### src/rtl/replication_decoder_pkg.sv
// Shared frame layout, status codes and FIFO entry type for the replication decoder.
package replication_decoder_pkg;

  localparam int FRAME_W = 7;
  localparam int PAY_W   = 3;

  localparam int PAD_BIT = 6;
  localparam int A_BIT   = 5;
  localparam int REP_HI  = 4;
  localparam int REP_LO  = 1;
  localparam int C_BIT   = 0;

  typedef enum logic [1:0] {
    ST_CLEAN = 2'b00,
    ST_CORR  = 2'b01,
    ST_TIE   = 2'b10,
    ST_PAD   = 2'b11
  } status_t;

  typedef struct packed {
    logic [PAY_W-1:0] data;
    status_t          status;
  } entry_t;

endpackage

### src/rtl/replication_vote.sv
// Combinational majority vote over the four replicated b0 copies.
module replication_vote
  import replication_decoder_pkg::*;
(
  input  logic [3:0] copies,
  output logic       b0,
  output status_t    status
);

  logic [2:0] ones;

  // NOTE: every signal written here gets a default first so no latch can be inferred.
  always_comb begin
    ones   = 3'(copies[0]) + 3'(copies[1]) + 3'(copies[2]) + 3'(copies[3]);
    b0     = 1'b0;
    status = ST_CLEAN;
    case (ones)
      3'd4:    begin b0 = 1'b1; status = ST_CLEAN; end
      3'd3:    begin b0 = 1'b1; status = ST_CORR;  end
      3'd2:    begin b0 = 1'b0; status = ST_TIE;   end
      3'd1:    begin b0 = 1'b0; status = ST_CORR;  end
      default: begin b0 = 1'b0; status = ST_CLEAN; end
    endcase
  end

endmodule

### src/rtl/replication_decoder.sv
// Replication-code frame decoder: vote, pad check, output FIFO and saturating error counters.
module replication_decoder
  import replication_decoder_pkg::*;
#(
  parameter int DEPTH = 2,
  parameter int CNT_W = 8
) (
  input  logic               clk,
  input  logic               rst_n,
  input  logic               in_valid,
  output logic               in_ready,
  input  logic [FRAME_W-1:0] in_data,
  output logic               out_valid,
  input  logic               out_ready,
  output logic [PAY_W-1:0]   out_data,
  output logic [1:0]         out_status,
  input  logic               clr_cnt,
  output logic [CNT_W-1:0]   corr_cnt,
  output logic [CNT_W-1:0]   uncorr_cnt
);

  localparam int AW = (DEPTH > 1) ? $clog2(DEPTH) : 1;

  logic          vote_b0;
  status_t       vote_status;
  entry_t        dec;
  entry_t        mem [DEPTH];
  logic [AW-1:0] wr_ptr, rd_ptr;
  logic [AW:0]   count;
  logic          push, pop;

  replication_vote u_vote (
    .copies (in_data[REP_HI:REP_LO]),
    .b0     (vote_b0),
    .status (vote_status)
  );

  // Pad error overrides the vote status but the payload is still decoded.
  always_comb begin
    dec.data   = {in_data[A_BIT], vote_b0, in_data[C_BIT]};
    dec.status = in_data[PAD_BIT] ? ST_PAD : vote_status;
  end

  assign in_ready  = (count < (AW+1)'(DEPTH));
  assign out_valid = (count != '0);
  assign push      = in_valid && in_ready;
  assign pop       = out_valid && out_ready;

  // Outputs read zero when empty so no stale or unreset storage is visible.
  assign out_data   = out_valid ? mem[rd_ptr].data   : '0;
  assign out_status = out_valid ? mem[rd_ptr].status : ST_CLEAN;

  // NOTE: storage is not reset; occupancy is tracked by count and the output is gated by out_valid.
  always_ff @(posedge clk) begin
    if (push) mem[wr_ptr] <= dec;
  end

  // Pointers wrap naturally since DEPTH is a power of two.
  always_ff @(posedge clk or negedge rst_n) begin
    if (!rst_n) begin
      wr_ptr <= '0;
      rd_ptr <= '0;
      count  <= '0;
    end else begin
      if (push) wr_ptr <= wr_ptr + 1'b1;
      if (pop)  rd_ptr <= rd_ptr + 1'b1;
      case ({push, pop})
        2'b10:   count <= count + 1'b1;
        2'b01:   count <= count - 1'b1;
        default: count <= count;
      endcase
    end
  end

  // Clear wins over a coincident increment; both counters stick at all-ones.
  always_ff @(posedge clk or negedge rst_n) begin
    if (!rst_n) begin
      corr_cnt   <= '0;
      uncorr_cnt <= '0;
    end else if (clr_cnt) begin
      corr_cnt   <= '0;
      uncorr_cnt <= '0;
    end else if (push) begin
      if (dec.status == ST_CORR && corr_cnt != '1)
        corr_cnt <= corr_cnt + 1'b1;
      if ((dec.status == ST_TIE || dec.status == ST_PAD) && uncorr_cnt != '1)
        uncorr_cnt <= uncorr_cnt + 1'b1;
    end
  end

endmodule

### config.mk
export PLATFORM = sky130hd
export DESIGN_NAME = replication_decoder
export DESIGN_NICKNAME = d
export VERILOG_FILES = /design/src/rtl/replication_decoder_pkg.sv /design/src/rtl/replication_vote.sv /design/src/rtl/replication_decoder.sv
export SDC_FILE = /design/constraint.sdc
export NUM_CORES = 1
export LEC_CHECK = 0
export CAP_MARGIN = 20
export CELL_PAD_IN_SITES_DETAIL_PLACEMENT = 2
export CELL_PAD_IN_SITES_GLOBAL_PLACEMENT = 2
export CORE_MARGIN = 2
export CORE_UTILIZATION = 34
export CTS_BUF_LIST = sky130_fd_sc_hd__clkbuf_16
export CTS_CLUSTER_SIZE = 14
export DETAILED_ROUTE_END_ITERATION = 7
export PLACE_DENSITY = 0.87
export SLEW_MARGIN = 5
export SYNTH_ARGS = -nofsm -noshare
export SYNTH_HDL_FRONTEND = slang
export SYNTH_SLANG_ARGS = --single-unit
### constraint.sdc
create_clock -name clk -period 4.4 [get_ports clk]
set_input_delay 0.44 -clock clk [delete_from_list [all_inputs] [get_ports clk]]
set_output_delay 0.44 -clock clk [all_outputs]
set_load 0.05 [all_outputs]
==> impl_metrics.csv <==
group,metric,value,unit
cts,cts_inserted_buffers,5,
cts,htree_levels,2,
floorplanning,start_util,35.8,%
routing,ant_nets,0,
logic_synthesis,synth_top_area_cell,"dfrtp_1",
logic_synthesis,synth_top_area_share,31.6,%
cts,cts_resized,0,
logic_synthesis,yosysMostFrequentCell,"dfrtp_1",
place,hpwl,3.50,mm
setup_path,critical_path.endpoint_type,"flip-flop",
setup_path,crit_end,"corr_cnt[7]$_DFFE_PN0P_",
routing,vias,1299,
place,place_ws,1.27,ns
cells_and_area,n_antenna_cell,0,
worst_hold_path,holdPathStages,1,
logic_synthesis,ys.flop_type,"dfrtp_1",
setup_path,r2r_cells,5,
cells_and_area,nets,204,
sta,setup_tns,0,ns
setup_path,reg2reg_slack,2.60,ns
cts,worst_skew_pair.late_latency,0.27,ns
cts,cts_hold_buf,0,
cts,cts_tree,"done",
sta,rsz0062_at_grt,"no",
logic_synthesis,yosys-top-cells-count,"dfrtp_1, nor2_1, inv_1",
global_route,gr-max-usage-layer,"met2",
cells_and_area,fillCellCount,477,
sta,hold_viol_final,0,
setup_path,worstPathArrival,3.00,ns
floorplanning,io_pins,35,
routing,finalWirelength,4.50,mm
logic_synthesis,synth_edf_count,10,
cells_and_area,final_layout_size_suffix_gt1_share,8.02,%
logic_synthesis,synthXorXnorAreaFrac,3.32,%
routing,wl_per_cell,18.8,um
global_route,use_met3,4.72,%
sta,max_slew_margin,37.1,%
cells_and_area,area_growth,32.9,%
floorplanning,dieWidth,72.2,um
sta,min_period,2.84,ns
setup_path,crit_type,"in -> reg",
global_route,grt_overflow,0,
sta,layout_setup_ws,1.56,ns
floorplanning,fp.coreArea,0.00441,sq mm
sta,post-route-period-util,64.6,%
setup_path,startpoint,"in_data[1]",
cts,root_buffer,"clkbuf_16",
logic_synthesis,syn_nets,167,
cells_and_area,finish.utilization,47.6,%
logic_synthesis,synth-adder-area-share,5.22,%
routing,drt_iter0_markers,45,
power_and_ir_drop,power.total,1.10,mW
logic_synthesis,ys_warn_count,0,
sta,worst_pin_slew,0.941,ns
logic_synthesis,synth_area,0.00158,sq mm
logic_synthesis,synth_async_sr_flop_share,66.7,%
routing,drc_errors,0,
sta,setup_violations,0,
place,gp_congestion,0.851,
logic_synthesis,synth_mux_area_share,7.28,%
routing,viasPerCell,5.44,
sta,clock_skew,0.00261,ns
status,outcome,"complete, no violations",
logic_synthesis,synthSimpleGateAreaFrac,20.4,%
floorplanning,design.die.area,0.00521,sq mm
cts,cts_num_sinks,30,
global_route,grt_pass1_vias,1483,
sta,timing.fmax,352,MHz
logic_synthesis,synth_top_family_by_area,"simple AND/OR/NAND/NOR gates",
logic_synthesis,synth_cell_types,36,
setup_path,r2r_end,"corr_cnt[4]$_DFFE_PN0P_",
setup_path,cp_data_required_time,4.56,ns
sta,maxSlewViolCount,0,
job,cap_viol_max_count,0,
logic_synthesis,synth.avg_cell_area,10.6,sq um
logic_synthesis,synth-compound-area-share,9.10,%
worst_hold_path,hp-class,"reg -> reg",
setup_path,crit_fanout,6,
power_and_ir_drop,p_per_area,523,mW/mm^2
logic_synthesis,ys_seq_area_share,50.6,%
power_and_ir_drop,peakVddDrop,0.235,mV
routing,drtPass1Iterations,4,
power_and_ir_drop,leakage,0.865,nW
global_route,grt_use_met1,20.9,%
global_route,grt_usage,19.1,%
cts,clk_pin_slew,0.05,ns
cts,cts_setup_buffers,0,
logic_synthesis,ys_seq_elements,30,
place,portBuffers,34,
global_route,antenna_found_initial,0,
logic_synthesis,netlist_instances,149,
global_route,grt_use_met2,36.1,%
setup_path,r2r-start,"corr_cnt[0]$_DFFE_PN0P_",
logic_synthesis,yosys-top-cells-area,"dfrtp_1, edfxtp_1, mux2i_1, nor2_1, ha_1",
global_route,grt_pass1_wl,7.48,mm
cts,clock_path_buffers,2,
setup_path,worst_setup_path_start_kind,"input port",
global_route,grt_max_degree,21,
floorplanning,fp-row-count,24,
floorplanning,die_height,72.2,um
[sequential cells by signal, indices dropped and copies added, names as in the netlist]
signal      cells
corr_cnt        8
mem            10
count           2
rd_ptr          1
uncorr_cnt      8
wr_ptr          1
[through the flow]
step | cells | area (sq um) | hold slack [ns]
2_1_floorplan | 149 | 1580 | 0.144
3_3_place_gp | 231 | 1960 | 0.477
3_5_place_dp | 231 | 1960 | 0.489
4_1_cts | 239 | 2100 | 0.543
5_1_grt | 239 | 2100 | 0.583
6_report | 239 | 2100 | 0.548
[per-layer routing]
| metal | up-vias | part of all wire (%) |
|---|---|---|
| met5 | - | 0 |
| met4 | 0 | 1.6 |
| met3 | 9 | 3.4 |
| met2 | 30 | 56 |
| met1 | 655 | 39 |
| li1 | 605 | - |
[logic make-up (layout without fill, tap and decap cells)]
group / count (synthesis) / count (layout)
compound gates: 21 / 21
simple gates: 60 / 60
flops: 30 / 30
buf+inv: 15 / 53
xor+xnor: 6 / 6
mux: 11 / 11
fa+ha+maj: 6 / 6
[worst min-delay path by stage]
stage	startpoint	endpoint	slack (ns)
6_report	wr_ptr$_DFFE_PN0P_	wr_ptr$_DFFE_PN0P_	0.55
3_3_place_gp	wr_ptr$_DFFE_PN0P_	wr_ptr$_DFFE_PN0P_	0.48
3_5_place_dp	wr_ptr$_DFFE_PN0P_	wr_ptr$_DFFE_PN0P_	0.49
4_1_cts	wr_ptr$_DFFE_PN0P_	wr_ptr$_DFFE_PN0P_	0.54
5_1_grt	wr_ptr$_DFFE_PN0P_	wr_ptr$_DFFE_PN0P_	0.58
2_1_floorplan	rst_n	corr_cnt[0]$_DFFE_PN0P_	0.14
[worst max-delay path, stage by stage]
cell	delay (ns)
clkdlybuf4s50_1	0.42
ha_1	0.30
inv_1	0.05
fa_1	0.53
or3_2	0.54
nor4_1	0.41
nand3_1	0.15
o211a_1	0.16
[report_power, final]
group | switching, mW | total [mW] | internal (mW)
clock | 0.115 | 0.319 | 0.204
combinational | 0.262 | 0.408 | 0.146
sequential | 0.0377 | 0.373 | 0.335
total | 0.415 | 1.10 | 0.685
[layout make-up]
cell class	instances	area [sq um]	share of cell area [%]
clock buffers	5	125	5.95
clock inverters	3	12.5	0.595
inverters	11	41.3	1.96
multi-input cells	104	717	34.1
flip-flops and latches	30	801	38.1
well taps	52	65.1	3.10
repair buffers	34	340	16.2
[layout by cell type (no fill, tap or decap), drive strengths merged, types with 4 or more instances in the layout]
master and instances:
nor2 17, ha 5, mux2 4, nor3 4, nor2b 4, edfxtp 10
inv 12, a21oi 7, dfrtp 20, or4 7, nand3 7, clkdlybuf4s50 34
xnor2 4, clkbuf 5, o31ai 6, nand2 7, mux2i 7, o21ai 4
(Power assumes the default switching activity.)
